File: config.mk
export PLATFORM = sky130hd
export DESIGN_NAME = sync_register_source_flat
export DESIGN_NICKNAME = d
export VERILOG_FILES = /design/src/rtl/sync_register_source_pkg.sv /design/src/rtl/sync_register_source_if.sv /design/src/rtl/sync_register_source_bemerge.sv /design/src/rtl/sync_register_source.sv /design/src/flat_wrapper.sv
export SDC_FILE = /design/constraint.sdc
export NUM_CORES = 1
export LEC_CHECK = 0
export ABC_AREA = 1
export CORE_MARGIN = 1.5
export CORE_UTILIZATION = 40
export CTS_CLUSTER_DIAMETER = 30
export DETAILED_ROUTE_END_ITERATION = 10
export PLACE_DENSITY = 0.82
export SETUP_SLACK_MARGIN = 0.5
export SYNTH_ARGS = -nofsm -noshare
export SYNTH_HDL_FRONTEND = slang
export SYNTH_SLANG_ARGS = --single-unit
File: constraint.sdc
create_clock -name CLK -period 1.3 [get_ports CLK]
set_input_delay 0.26 -clock CLK [delete_from_list [all_inputs] [get_ports CLK]]
set_output_delay 0.26 -clock CLK [all_outputs]
set_load 0.03 [all_outputs]
File: src/rtl/sync_register_source_pkg.sv
// sync_register_source_pkg: shared state encoding and width constants for the register source front end
package sync_register_source_pkg;
    typedef enum logic [1:0] {
        IDLE = 2'd0,
        PEND = 2'd1,
        HOLD = 2'd2
    } state_e;
    localparam int COAL_W = 16;
    localparam int HCNT_W = 8;
endpackage

File: src/rtl/sync_register_source_if.sv
// sync_register_source_if: write port plus synchronizer handshake of the register source
// master: local write logic and synchronizer side (drives wEN/wBE/wD_IN/sRDY)
// slave : sync_register_source (drives sEN/sD_OUT/DIRTY)
// SYNC_REGISTER_SOURCE_COALESCE_COUNT_EN adds CNT_CLR (in) and COAL_CNT (out)
interface sync_register_source_if
    import sync_register_source_pkg::*;
#(
    parameter int width = 32
);
    logic                     wEN;
    logic [(width+7)/8-1:0]   wBE;
    logic [width-1:0]         wD_IN;
    logic                     sRDY;
    logic                     sEN;
    logic [width-1:0]         sD_OUT;
    logic                     DIRTY;
`ifdef SYNC_REGISTER_SOURCE_COALESCE_COUNT_EN
    logic                     CNT_CLR;
    logic [COAL_W-1:0]        COAL_CNT;
    modport master (output wEN, wBE, wD_IN, sRDY, CNT_CLR, input sEN, sD_OUT, DIRTY, COAL_CNT);
    modport slave  (input wEN, wBE, wD_IN, sRDY, CNT_CLR, output sEN, sD_OUT, DIRTY, COAL_CNT);
`else
    modport master (output wEN, wBE, wD_IN, sRDY, input sEN, sD_OUT, DIRTY);
    modport slave  (input wEN, wBE, wD_IN, sRDY, output sEN, sD_OUT, DIRTY);
`endif
endinterface

File: src/rtl/sync_register_source_bemerge.sv
// sync_register_source_bemerge: byte-lane merge of write data into the shadow value
// sh_i: current shadow, be_i: lane enables, d_i: write data, q_o: merged value
module sync_register_source_bemerge #(
    parameter int width = 32
) (
    input  logic [width-1:0]       sh_i,
    input  logic [(width+7)/8-1:0] be_i,
    input  logic [width-1:0]       d_i,
    output logic [width-1:0]       q_o
);
    genvar b;
    for (b = 0; b < width; b++) begin : g_bit
        assign q_o[b] = be_i[b/8] ? d_i[b] : sh_i[b];
    end
endmodule

File: src/rtl/sync_register_source.sv
// sync_register_source: coalescing shadow register feeding a handshake register synchronizer
// CLK/RST: source clock, synchronous active-high reset
// bus (slave): writes in, sEN/sD_OUT/DIRTY out, sRDY in
// SYNC_REGISTER_SOURCE_COALESCE_COUNT_EN enables the overwrite counter (CNT_CLR/COAL_CNT)
module sync_register_source
    import sync_register_source_pkg::*;
#(
    parameter int               width   = 32,
    parameter logic [width-1:0] init    = '0,
    parameter int               holdoff = 0
) (
    input  logic                  CLK,
    input  logic                  RST,
    sync_register_source_if.slave bus
);
    localparam logic [HCNT_W-1:0] HOLD_N = HCNT_W'(holdoff);
    state_e              state_q, state_d;
    logic [HCNT_W-1:0]   hcnt_q, hcnt_d;
    logic [width-1:0]    shadow_q, merged;
    logic                dirty_q, dirty_d;
    logic                eff, issue;
    sync_register_source_bemerge #(.width(width)) u_merge (
        .sh_i (shadow_q),
        .be_i (bus.wBE),
        .d_i  (bus.wD_IN),
        .q_o  (merged)
    );
    always_comb begin
        eff     = bus.wEN && |bus.wBE;
        issue   = state_q == PEND && bus.sRDY;
        // a write landing on the issue cycle keeps the shadow dirty
        dirty_d = eff || (dirty_q && !issue);
        state_d = state_q;
        hcnt_d  = hcnt_q;
        if (state_q == IDLE) begin
            state_d = eff ? PEND : IDLE;
        end else if (state_q == PEND) begin
            if (issue) begin
                state_d = HOLD_N != '0 ? HOLD : eff ? PEND : IDLE;
                hcnt_d  = HOLD_N;
            end
        end else begin
            // leaving on the count of 1 gives exactly holdoff idle cycles
            hcnt_d = hcnt_q - 1'b1;
            if (hcnt_q <= 1) state_d = dirty_d ? PEND : IDLE;
        end
    end
    always_ff @(posedge CLK) begin
        if (RST) begin
            state_q  <= IDLE;
            hcnt_q   <= '0;
            shadow_q <= init;
            dirty_q  <= 1'b0;
        end else begin
            state_q  <= state_d;
            hcnt_q   <= hcnt_d;
            shadow_q <= bus.wEN ? merged : shadow_q;
            dirty_q  <= dirty_d;
        end
    end
    assign bus.sEN    = issue;
    assign bus.sD_OUT = shadow_q;
    assign bus.DIRTY  = dirty_q;
`ifdef SYNC_REGISTER_SOURCE_COALESCE_COUNT_EN
    logic [COAL_W-1:0] coal_q, coal_d;
    // counts unsent values that were overwritten; saturates, clear wins
    always_comb
        coal_d = bus.CNT_CLR ? '0 :
                 (eff && dirty_q && !issue && coal_q != '1) ? coal_q + 1'b1 : coal_q;
    always_ff @(posedge CLK) begin
        if (RST) coal_q <= '0;
        else     coal_q <= coal_d;
    end
    assign bus.COAL_CNT = coal_q;
`endif
endmodule

File: src/flat_wrapper.sv
// flat-port wrapper written by rule: the top's interface ports become plain ports
module sync_register_source_flat import sync_register_source_pkg::*;
#(
    parameter int               width   = 32,
    parameter logic [width-1:0] init    = '0,
    parameter int               holdoff = 0
)
  (CLK, RST, bus_wEN, bus_wBE, bus_wD_IN, bus_sRDY, bus_sEN, bus_sD_OUT, bus_DIRTY);
  sync_register_source_if #(.width(width)) bus_i ();
  input  logic CLK;
  input  logic RST;
  input wire logic [$bits(bus_i.wEN)-1:0] bus_wEN;
  input wire logic [$bits(bus_i.wBE)-1:0] bus_wBE;
  input wire logic [$bits(bus_i.wD_IN)-1:0] bus_wD_IN;
  input wire logic [$bits(bus_i.sRDY)-1:0] bus_sRDY;
  output wire logic [$bits(bus_i.sEN)-1:0] bus_sEN;
  output wire logic [$bits(bus_i.sD_OUT)-1:0] bus_sD_OUT;
  output wire logic [$bits(bus_i.DIRTY)-1:0] bus_DIRTY;
  assign bus_i.wEN = bus_wEN;
  assign bus_i.wBE = bus_wBE;
  assign bus_i.wD_IN = bus_wD_IN;
  assign bus_i.sRDY = bus_sRDY;
  assign bus_sEN = bus_i.sEN;
  assign bus_sD_OUT = bus_i.sD_OUT;
  assign bus_DIRTY = bus_i.DIRTY;
  sync_register_source #(.width(width), .init(init), .holdoff(holdoff)) u_core (.CLK(CLK), .RST(RST), .bus(bus_i));
endmodule
==> results_dict.tcl <==
set metrics [dict create \
    status "complete, no violations" \
    row_count 22 \
    max_cap_viol_count 0 \
    syn_area_per_cell_um2 9.77 \
    synth_compound_area_share_pct 19.3 \
    antenna_found_initial 0 \
    fillers 281 \
    path_class "flop to output port" \
    syn-num-nets 194 \
    ys_async_sr_fraction_pct 0 \
    synth.distinct_cells 12 \
    finalSetupViolations 0 \
    dr.first_iter.drc_count 78 \
    synthAdderAreaFrac_pct 0 \
    syn_inst 154 \
    p_switching_w 0.000679 \
    synth.most_common_cell "nand2_1" \
    core_um2 3630 \
    synth-edff-count 0 \
    crit_slowest_cell "dfxtp_2" \
    start_util_pct 41.4 \
    netlist_area_um2 1500 \
    clock_skew_ns 0.0000630 \
    path_max_fanout 2 \
    finalCritPeriodShare_pct 84.0 \
    instances_no_fill 300 \
    hpwlAfterDp_mm 2.28 \
    rsz0062_at_grt "yes" \
    num_vias 1354 \
    detail_route.first_pass.iterations 4 \
    grt_pass1_wl_mm 5.49 \
    die-height_um 64.3 \
    setup_slack_ns 0.208 \
    htreeDepth 2 \
    final_hold_viol_count 0 \
    clock_sinks 34 \
    cts-root-buf "clkbuf_8" \
    p_leak_nw 1.04 \
    overflow 0 \
    post_drt_wl_per_cell_um 11.8 \
    worstSetupEndpointType "output port" \
    crit_buf_inv 2 \
    io_buffers 73 \
    dp_slack_ns -0.0622 \
    power_density_nw_per_um2 931 \
    drive_gt1_share_pct 70.6 \
    synth_seq_cells 34 \
    grt_max_degree 35 \
    ys.flop_type "dfxtp_1" \
    synthMuxAreaShare_pct 0 \
    finalNetCount 292 \
    clockPowerShare_pct 29.2 \
    period_minus_slack_ns 1.09 \
    grt_usage_pct 17.2 \
    p_sw_share_pct 27.7 \
    antenna_cells 0 \
    synth_area_leaders "dfxtp_1 (45%), a21oi_2 (19%), nand2_2 (13%)" \
    ys_warn_count 0 \
    slowest_delay_ns 0.33 \
    path_delay_family "flip-flops" \
    clkLatencyLatePin_ns 0.28 \
    synthXorXnorAreaFrac_pct 0 \
    post-synth-top-area-cell "dfxtp_1" \
    synth_common_cells "nand2_1 (37), dfxtp_1 (34), a21oi_2 (32), nand2_2 (32)" \
    ir_drop_mv 0.535 \
    fmax_mhz 916 \
    grt_pass1_vias 1201 \
    final_max_slew_viol_count 0 \
    cp_cell_sequence "nand2_2 > inv_2 > buf_6" \
    cts_buffer_depth 2 \
    ant_nets 0 \
    worst_pin_slew_ns 0.234 \
    synth-simple-area-share_pct 28.4 \
    crit_path_start_kind "flop" \
    relSlewSlack_pct 84.4 \
    drcViolationCount 0 \
    synth_top_family_by_area "simple AND/OR/NAND/NOR gates" \
    cp_data_arrival_time_ns 0.83 \
    gp_congestion 0.698 \
    area_growth_pct 75.2 \
    viasPerCell 4.51 \
    min_path_type "primary input to flop" \
    die_area_um2 4140 \
    ys_seq_area_share_pct 45.3 \
    ios 74 \
    power.internal_w 0.00177 \
    die_w_um 64.3 \
    worstPathRequired_ns 1.04 \
    cts_tree "yes" \
    cts_buffers 5 \
    wl_mm 3.55 \
    yosysTopAreaCellShare_pct 45.3 \
    pwr-share-comb_pct 24.5 \
    clk_pin_slew_ns 0.06 \
    dp_cells 272 \
    seqPwrFrac_pct 46.4 \
]
-- stage by stage --
step | utilization, % | power, W | hold slack, ns | TNS [ns] | instance area (µm²)
finish | 72.5 | 0.00245 | 0.393 | 0 | 2640
global route | 72.5 | 0.00257 | 0.405 | 0 | 2640
CTS | 69.9 | 0.00243 | 0.392 | 0 | 2540
detailed placement | 63.1 | 0.00168 | 0.461 | -1.10 | 2290
global placement | 63.1 | 0.00168 | 0.452 | -0.721 | 2290
floorplan | - | 0.00142 | 0.396 | 0 | 1500
-- area by class of cell --
class	count	area (µm²)	area share, %
Clock buffer	7	76.3	2.90
Inverter	6	72.6	2.75
Multi-Input combinational cell	110	743	28.2
Sequential cell	34	723	27.4
Tap cell	48	60.1	2.28
Timing Repair Buffer	95	960	36.4
-- repair_timing --
item / CTS / global route
buffers inserted: 11 / 9
cloned: 1 / 0
hold buffers: 0 / 0
pin swaps: 2 / 3
resized for setup: 266 / 16
setup endpoints to repair: 68 / 51
-- worst register-to-register path: cells and delay by family, from the launching register on --
family                 cells  cell delay [ns]
AOI/OAI and AO/OA          1             0.05
and+or+nand+nor            2             0.09
buffers and inverters      4             0.49
DFF                        1             0.33
-- routing by layer --
metal  GRT usage, %  vias to the layer above  wire length, µm
li1               -                      683                -
met1           21.6                      611             1580
met2           27.7                       54             1680
met3           5.11                        6              240
met4           6.38                        0               48
met5              0                        -                0
-- path summary, 6_finish.rpt --
check                                         end  cells after the start  slack [ns]               from
worst max register to register   u_core.bus.DIRTY                      7        0.23  u_core.state_q[0]
worst min-delay path            u_core.state_q[0]                      4        0.39           bus_sRDY
worst min register to register  u_core.state_q[0]                      2        0.47  u_core.state_q[0]
worst max-delay path                      bus_sEN                      3        0.21  u_core.state_q[0]
-- layout by cell type, fill, tap and decap left out --
master            n
nand2_2          38
buf_6            38
dfxtp_2          34
a21oi_2          32
clkdlybuf4s50_1  32
nand2_1          31
buf_4            16
clkbuf_8          5
nand2_8           4
clkinv_8          4
dlygate4sd2_1     3
nor2_1            2
a21oi_1           2
clkbuf_1          2
clkbuf_2          2
buf_12            2
inv_2             1
inv_1             1
nand2_4           1
buf_2             1
clkdlybuf4s15_1   1
-- sequential cells by signal, summed over array words and instances, names as in the netlist --
register,cells
u_core.bus.sD_OUT,32
u_core.state_q,1
u_core.bus.DIRTY,1
-- power groups by stage --
stage	combinational (W)	sequential (W)	clock, W
2_1_floorplan	0.000188	0.00123	0
3_3_place_gp	0.000536	0.00114	0
3_5_place_dp	0.000540	0.00114	0
4_1_cts	0.000574	0.00114	0.000724
5_1_grt	0.000636	0.00114	0.000789
6_report	0.000600	0.00114	0.000715
-- kinds of logic (layout without fill, tap and decap cells) --
kind of cell	Yosys count	after routing
AO/OA/AOI/OAI	34	34
buffers and inverters	11	108
flip-flops	34	34
AND/OR/NAND/NOR	75	76
No activity file was read; power rests on OpenSTA's default activity.
